==> src/rtl/frame_packer.sv <==
// frame_packer: packs WORDS input words MSB-first into one frame and strobes it
// to the serializer, never issuing two loads closer than HOLDOFF cycles apart.
module frame_packer #(
   parameter int WORD_W  = 16,
   parameter int WORDS   = 16,
   parameter int HOLDOFF = 17
) (
   input  logic                     clk,
   input  logic                     rst_n,
   input  logic                     clr,
   input  logic [WORD_W-1:0]        in_data,
   input  logic                     in_valid,
   output logic                     in_ready,
   output logic [WORD_W*WORDS-1:0]  out_data,
   output logic                     out_load,
   output logic [4:0]               fill_level,
   output logic [15:0]              frames_sent
);
   localparam int WIDTH = WORD_W * WORDS;
   localparam int HW    = $clog2(HOLDOFF) + 1;
   logic [WIDTH-1:0] asm;
   logic [4:0]       wr_idx;
   logic             asm_full;
   logic [HW-1:0]    hold;
   logic             accept;
   logic             xfer;
   assign in_ready   = rst_n && !asm_full;
   assign accept     = in_valid && in_ready && !clr;
   assign xfer       = asm_full && hold == '0 && !clr;
   assign fill_level = asm_full ? 5'(WORDS) : wr_idx;
   always_ff @(posedge clk or negedge rst_n) begin
      if (!rst_n) begin
         wr_idx      <= '0;
         asm_full    <= 1'b0;
         hold        <= '0;
         out_data    <= '0;
         out_load    <= 1'b0;
         frames_sent <= '0;
      end else begin
         out_load <= xfer;
         if (xfer) begin
            out_data    <= asm;
            hold        <= HW'(HOLDOFF - 1);
            frames_sent <= frames_sent + 16'd1;
         end else if (hold != '0) begin
            hold <= hold - 1'b1;
         end
         // clr wins over both a pending transfer and a same-edge final word
         if (clr || xfer) begin
            wr_idx   <= '0;
            asm_full <= 1'b0;
         end else if (accept) begin
            wr_idx   <= (wr_idx == 5'(WORDS - 1)) ? 5'd0 : wr_idx + 5'd1;
            asm_full <= wr_idx == 5'(WORDS - 1);
         end
      end
   end
   always_ff @(posedge clk) begin
      if (accept) asm[WIDTH-1-int'(wr_idx)*WORD_W -: WORD_W] <= in_data;
   end
endmodule

==> config.mk <==
export PLATFORM = sky130hd
export DESIGN_NAME = frame_packer
export DESIGN_NICKNAME = d
export VERILOG_FILES = /design/src/rtl/frame_packer.sv
export SDC_FILE = /design/constraint.sdc
export NUM_CORES = 1
export LEC_CHECK = 0
export ABC_CLOCK_PERIOD_IN_PS = 2600
export CORE_UTILIZATION = 30
export CTS_BUF_LIST = sky130_fd_sc_hd__clkbuf_2
export CTS_CLUSTER_DIAMETER = 100
export DETAILED_ROUTE_END_ITERATION = 6
export PLACE_DENSITY = 0.52
export SYNTH_ARGS = -nofsm -noshare
export SYNTH_HDL_FRONTEND = slang
export SYNTH_SLANG_ARGS = --single-unit
==> constraint.sdc <==
create_clock -name clk -period 2.6 [get_ports clk]
set_input_delay 0.52 -clock clk [delete_from_list [all_inputs] [get_ports clk]]
set_output_delay 0.52 -clock clk [all_outputs]
set_load 0.005 [all_outputs]
* After elaboration in Yosys (flattened, before gate mapping)
Cells that the tools add are included.
** Word-level totals
- Logic and storage cells :: 36
- Register bits after elaboration :: 541
- Output and inout port bits :: 279
- Bits of input ports :: 20
** Cells by class
- Muxes and demuxes :: 9
- Add/subtract/negate cells :: 5
- Equal/unequal tests :: 1
- Shift operators :: 2
- Reductions and logical operators :: 12
** Operators by type and width (number)
- variable shift 16 x 33 -> 271 bit, first input constant :: 1
- indexed part select 16 x 33 -> 271 bit :: 1
- bitwise mux 256 bit :: 1
- negator 10 -> 33 bit :: 1
- 2-to-1 mux 5 bit :: 4
- adder 16 x 1 -> 16 bit, second input constant :: 1
- 2-to-1 mux 6 bit :: 2
- subtractor 8 x 9 -> 10 bit, first input constant :: 1
- logical NOT 6 bit :: 1
- nonzero test 6 bit :: 1
- subtractor 6 x 1 -> 6 bit, second input constant :: 1
- adder 5 x 1 -> 5 bit, second input constant :: 1
- equality test 5 x 4 -> 1 bit, second input constant :: 1
- logical AND 1 bit :: 5
- nonzero test 2 bit :: 2
- logical NOT 1 bit :: 2
- 2-to-1 mux 1 bit :: 2
- logical OR 1 bit :: 1

* Logic depth before layout (Yosys ltp)
- Depth in word-level cells :: 6
- Depth in mapped cells :: 9
- Mapped depth without buffers :: 7

* Least setup slack after synthesis
No wires, ideal clock.
- Kind :: register to register
- From :: reg wr_idx[4] (netlist name)
- To :: reg asm[32], enable pin
- Setup time :: 0.388 ns
- Buffers on the path :: 2
- Cell stages (with the launch flop) :: 6
- Slack :: 0.318 ns
- Clock period less this slack :: 2.282 ns
- Arrival :: 1.894 ns
- Required time :: 2.212 ns
- Path through :: dfrtp_1 > clkbuf_1 > nor2_1 > nand3_1 > clkbuf_1 > nor2_1
** RTL lines
- to (signal, indexed assignment) :: line 59 : if (accept) asm[WIDTH-1-int'(wr_idx)*WORD_W -: WORD_W] <= in_data;
- to (decl) :: line 21 : logic [WIDTH-1:0] asm;

* Final worst setup path
- From :: reg asm_full
- To :: out in_ready
** On the way
- Word-level cells in the longest chain between the ends :: 2
** Ends and longest elaborated chain
- from (decl) :: line 23 : logic asm_full;
- from (signal assigned) :: line 54 : asm_full <= wr_idx == 5'(WORDS - 1);
- logical NOT 1 bit :: line 27 : assign in_ready = rst_n && !asm_full;
- logical AND 1 bit :: line 27
- to (decl) :: line 13 : output logic in_ready,
No other way between the ends.

==> key figures <==
Power
  • PwrDens: between 500 and 600 nW/um^2
  • LEAKAGE: around 13 nW
  • Worst-case vdd ir drop: about 0.27 mV

Timing
  • Final Setup Violations: 4
  • Fin. max-slew vios: 0
  • Fmax: roughly 370 MHz
  • RSZ-0062 raised after global routing: yes
  • Period utilisation layout: 103%
  • Final worst slack: -83.8 ps
  • Rel. slew slack: a little under two fifths
  • Worst-Margin Slew: just over 900 ps
  • Final Hold Viols: 0
  • Setup Skew: 107 ps
  • Hold_ws: around 240 ps
  • Final min period: ~2700 ps

Global route
  • Largest net degree at the start of global routing: approximately 140
  • Initial antenna violation count: 7
  • Vias in the first global route: about 15000
  • Met3 usage: approximately 4.6%
  • GR peak layer: met2
  • M1 GR Usage: about 23%
  • Met2 usage: slightly below 30%
  • Global-route usage over all layers: about 18%
  • Total gr overflow: 0
  • Global-route wire length before repair: 89400 um

Route
  • Vias per std cell: about 4.4
  • Drc violations: 0
  • Final wirelength: roughly 60000 um
  • DR iter-0 viols: ~1100
  • Antenna Nets Post-Route: 0
  • Routed len/inst: between 15 and 20 um
  • Drt pass-1 iters: 5
  • Vias: approximately 15000

Setup path
  • Arr. time, crit path: 2160 ps
  • Crit Path Max Fanout: 4
  • Worst setup SP type: flop
  • Worst EP required: roughly 2100 ps
  • R2r worst-path depth: 8
  • WS Path Type: flop to primary output
  • CP Capture Type: primary output

Logic synthesis
  • FFs w/ async S/R, synth: a little over half
  • Cells after synthesis: 1812
  • Sequential share of the synthesized area: 73.0%
  • Post-synth net total: about 1800
  • Count of different cell masters after synthesis: 40
  • Synth Warn #: 0
  • Top_reg_cell synth: dfrtp_1
  • Syn Area/Cell: approximately 11 um^2
  • Synth Cell Area: a little over 20000 um^2
  • Synth Register Bits: 541
  • EDFF count, synth: 256

Hold path
  • WHS Path Cells: 3
  • Hold WC Path Type: input pin to flop

Run status
  • Failing checks: negative setup slack
  • Status: finished with violations

Clock network
  • CTS Buffer Depth: 3
  • CTS root buf: clkbuf_2
  • Clock Latency Late Sink: around 1300 ps
  • CTS tree: done
  • CTS buffer count: around 150
  • Clock sinks: between 500 and 600
  • Clock-pin slew on the worst setup and hold paths: roughly 100 ps
  • CTS H-Tree Depth: 4

Finish
  • Final design instance area without fill: about 26000 um^2
  • Post-layout nets: ~2400
  • Area growth syn-to-layout: 28.7%
  • Final cell count without fillers: roughly 3300
  • Share of layout cells above drive strength 1: 23.8%
  • Most frequent cells in the layout: nand2_1 (800), dfrtp_1 (279), edfxtp_1 (256)
  • Commonest non-fill, non-tap cell in the layout: nand2_1

Die
  • Core area: 67000 um^2
  • Initial Util: a little under a third
  • Die Area: between 60000 and 70000 um^2
  • I/O pin cnt: 299
  • Die outline width: 262 um
  • Row count: 95
  • Height of the die: 262 um

Flow run
  • Max_cap viols: 0

Placed design
  • DP Cell Count: ~3000
  • PortBufs: between 200 and 300
  • Routability cong.: around 0.77
  • DP HPWL: 38400 um
  • Placed cell areas: between 20000 and 25000 um^2
[cell families after synthesis]
| family | share of synthesized area [%] |
|---|---|
| AOI/OAI and AO/OA | 0.419 |
| xor gates and xnor gates | 0.690 |
| adders and majority gates | 0.185 |
| buffers and inverters | 1.80 |
| DFF | 73.0 |
| muxes | 0.154 |
| and+or+nand+nor | 23.8 |
[stage by stage]
step           utilization [%]  setup TNS, ps  total power (W)  worst slack [ps]
6_report                  39.0           -223           0.0155             -83.8
5_1_grt                   39.0          -1470           0.0163              -323
4_1_cts                   38.9          -1660           0.0158              -322
3_5_place_dp              37.0              0          0.00947               128
3_3_place_gp              37.0              0          0.00946               112
2_1_floorplan                -              0          0.00918               318
[worst max-delay path, cell delays in order (launching register included)]
cell	delay [ps]
dfrtp_2	460
buf_6	150
buf_6	120
nor2b_1	90
buf_2	120
[final timing paths]
kind	startpoint	endpoint	slack (ps)
max	asm_full	in_ready	-80
min	in_data[9]	asm[217]	240
max reg2reg	asm_full	asm[22]	360
min reg2reg	asm[30]	out_data[30]	400
max in group asynchronous	rst_n	out_data[55]	900
min in group asynchronous	rst_n	out_data[213]	460
[sequential cells by signal (all words and copies together) (netlist names)]
| register | count |
|---|---|
| asm | 256 |
| out_data | 256 |
| frames_sent | 16 |
| hold | 6 |
| wr_idx | 5 |
| asm_full | 1 |
| out_load | 1 |
[Yosys cell counts, types with 2 or more instances]
cell / n / area (um^2)
nand2_1: 800 / 3000
mux2i_1: 2 / 20.0
buf_2: 28 / 140
inv_1: 8 / 30.0
nand2b_1: 4 / 25.0
nor3_1: 9 / 45.0
o21ai_0: 4 / 20.0
xor2_1: 9 / 78.8
and2_1: 144 / 901
dfrtp_1: 285 / 7130
nand3_1: 9 / 45.0
nor2b_1: 8 / 50.1
and4_1: 2 / 17.5
or2_2: 2 / 12.5
nor2_1: 157 / 589
a211oi_1: 2 / 15.0
nand4_1: 3 / 18.8
xnor2_1: 7 / 61.3
clkbuf_1: 50 / 188
a21o_1: 2 / 15.0
edfxtp_1: 256 / 7690
ha_1: 3 / 37.5
[final cells by class]
class / instances / area, um^2
timing repair buffer: 452 / 3610
inverter: 9 / 41.3
clock buffer: 238 / 1190
tap: 873 / 1090
multi-input combinational: 1183 / 5160
sequential: 541 / 14800
fill: 6706 / 40900
antenna: 5 / 12.5
clock inverter: 31 / 200
[power by group]
group | total (W) | switching, W | leakage, nW | internal, W
sequential | 0.00892 | 0.00000577 | 6.56 | 0.00892
combinational | 0.000352 | 0.000269 | 5.59 | 0.0000826
clock | 0.00622 | 0.00361 | 1.07 | 0.00261
[layer usage]
metal | vias up | share of wire (%) | routed length [um]
met2 | 393 | 49 | 29700
met4 | 6 | 2.1 | 1300
met1 | 7182 | 43 | 25900
met3 | 102 | 5.5 | 3320
li1 | 6923 | - | -
met5 | - | 0.066 | 40
[what timing repair did]
item,CTS,global route
buffers inserted,82,1
endpoints found under the setup margin,279,13
hold buffers,3,0
gates cloned,0,0
endpoints found under the hold margin,291,0
resized for setup,860,7
pin swaps,0,1
Note: power is estimated with default switching activity, not from simulation.
==> patch (config.mk and constraints unchanged) <==
`HOLDOFF`: 17 -> 34.
--- a/src/rtl/frame_packer.sv
+++ b/src/rtl/frame_packer.sv
@@ -5,3 +5,3 @@
    parameter int WORDS   = 16,
-   parameter int HOLDOFF = 17
+   parameter int HOLDOFF = 34
 ) (
Behaviour: same outputs for any inputs over 4 cycles, from zero or initial values and one cycle with rst_n low; that may be too few to reach the edited logic, so the function may still have changed.
==> patch against the original RTL <==
- the flow still finishes with violations (setup timing)
- setup slack better by 0.043 ns
- die area grew 1.7%
- global-route usage is 0.35 points higher
- clock power up 2%
- maximum frequency is 1.6% higher
- routed wire length is 3.3% higher
- power increased by 1.0%
- final area is 1.2% higher
- sequential cell count up 1
- area after synthesis up 1.7%
- critical endpoint is now fill_level[4]
- largest cell class unchanged
==> patch: results (changes against the original RTL) <==
Detailed routing
  – Post-DR vias/cell: 4.429 (+1.0%)
  – Wire length on met3: 3878 um (+17%)
  – Routed WL: 62,350 um (+3.3%)
  – Metal2 WL: 30,980 um (+4.1%)
  – Starting DRT DRC Count: 961 (-9.8%)
  – Top Layer Used: met4
  – WL met1: 26,060 um (+0.42%)

Setup path
  – Critical R2R Launch: wr_idx[4]
  – WP data arrival: 2.12 ns (-0.04 ns)
  – Crit. Startpoint: asm_full
  – Max FO, Critical Path: 5 (+1)

Place
  – Place WS: 0.1175 ns (-0.01052 ns)
  – Final GP Congestion: 0.8000 (+3.6%)
  – Port bufs: 298 (unchanged)
  – Post-DP HPWL: 37,770 um (-1.8%)

Outcome
  – Violated checks: setup timing
  – Status: finished with violations

Yosys
  – Synth cell count leaders: nand2_1 (780), dfrtp_1 (286), and2_1 (256), edfxtp_1 (256), clkbuf_1 (73)
  – Async set-reset flop share out of synthesis: 52.77% (+0.087 points)
  – Leading cell type by number of instances after synthesis: nand2_1
  – Yosys cell types: 40 (unchanged)
  – Most area-consuming cells after synthesis: edfxtp_1 (37%), dfrtp_1 (35%), nand2_1 (14%), and2_1 (7.8%), clkbuf_1 (1.3%)
  – Seq/Total Area, Yosys: 71.91% (-1.1 points)

STA
  – Final setup margin: -0.04109 ns (+0.04266 ns)
  – Worst Skew: 0.08862 ns (-0.01881 ns)
  – Worst slew pin tran: 1.226 ns (+0.2981 ns)
  – Final setup viols: 1 (-3)

Clock tree
  – Clk slew on worst S/H paths: 0.12 ns (+0.02 ns)
  – Skew-Pair Late Insertion Delay: 1.29 ns (+0.03 ns)
  – TritonCTS Buffers: 145 (-0.68%)

Min path
  – Hold WC Path Type: primary input to flop
  – Hold_sp: in_data[2]

Global routing
  – Global-route wire length before repair: 93,990 um (+5.1%)
  – Total track usage: 18.18% (+0.35 points)
  – Pin count of the biggest net entering global routing: 163 (+15%)
  – Initial antenna violation count: 15 (+8)

Pwr
  – Worst IR Drop VDD: 0.2828 mV (+5.1%)
  – Static leakage: 13.21 nW (-0.12%)

Layout
  – Fillers: 6,700 (-0.089%)
  – Final Net Count: 2,367 (+0.47%)
  – Layout cells sized above 1: 27.24% (+3.4 points)
patch: logic make-up after synthesis:
group,after synthesis,synth area share [%]
AO/OA/AOI/OAI,16,0.4789
flip-flops,542,71.91
adder cells (fa/ha/maj),3,0.1818
AND/OR/NAND/NOR,1133,24.53
XOR/XNOR,17,0.7577
buffers and inverters,108,2.140
patch: layout make-up:
class,instances,area share (%)
Antenna cell,7,0.06622
Clock buffer,233,4.409
Clock inverter,30,0.8751
Inverter,5,0.07095
Multi-Input combinational cell,1169,20.62
Sequential cell,542,56.17
Tap cell,873,4.129
Timing Repair Buffer,481,13.66
patch: worst max-delay path, cell delays in order (launching register included):
cell     delay (ns)
dfrtp_2        0.43
buf_12         0.13
or2_4          0.22
buf_6          0.13
patch: what timing repair did:
action	CTS	global route
hold endpoints to repair	486	0
gates resized for setup	1004	0
endpoints found under the setup margin	279	7
setup buffers	100	0
hold buffers	17	0
patch: path summary, 6_finish.rpt:
kind | slack, ns | to | cells past startpoint
min in group asynchronous | 0.28 | out_data[209] | 3
setup / recovery | -0.04 | fill_level[4] | 3
setup reg to reg | 0.30 | asm[220] | 5
max in group asynchronous | 0.90 | asm_full | 4
hold reg to reg | 0.41 | out_data[245] | 2
hold / removal | 0.24 | asm[34] | 3
patch: where the power goes:
group          switching, W  leakage, nW  total (W)  internal, W
Clock               0.00358         1.09    0.00633      0.00275
Sequential       0.00000462         6.27    0.00894      0.00894
Combinational      0.000297         5.86   0.000384    0.0000868
Total               0.00388         13.2     0.0157       0.0118
patch: layer usage:
metal / track usage, % / vias to the layer above
met5: 0 / -
met4: 7.118 / 0
met3: 4.549 / 96
met2: 30.09 / 445
met1: 22.77 / 7289
li1: - / 6964
patch: metrics by stage:
step                hold WS (ns)  TNS (ns)  power [W]  cells  instance area [um^2]
global route             0.05721    -1.440    0.01643   3337                 26440
detailed placement        0.3546         0   0.009502   2954                 25130
finish                    0.2381  -0.04109    0.01565   3340                 26450
floorplan                 0.2244         0   0.009203   1819                 20660
CTS                      0.01010    -1.612    0.01597   3333                 26430
global placement          0.3544         0   0.009497   2954                 25130
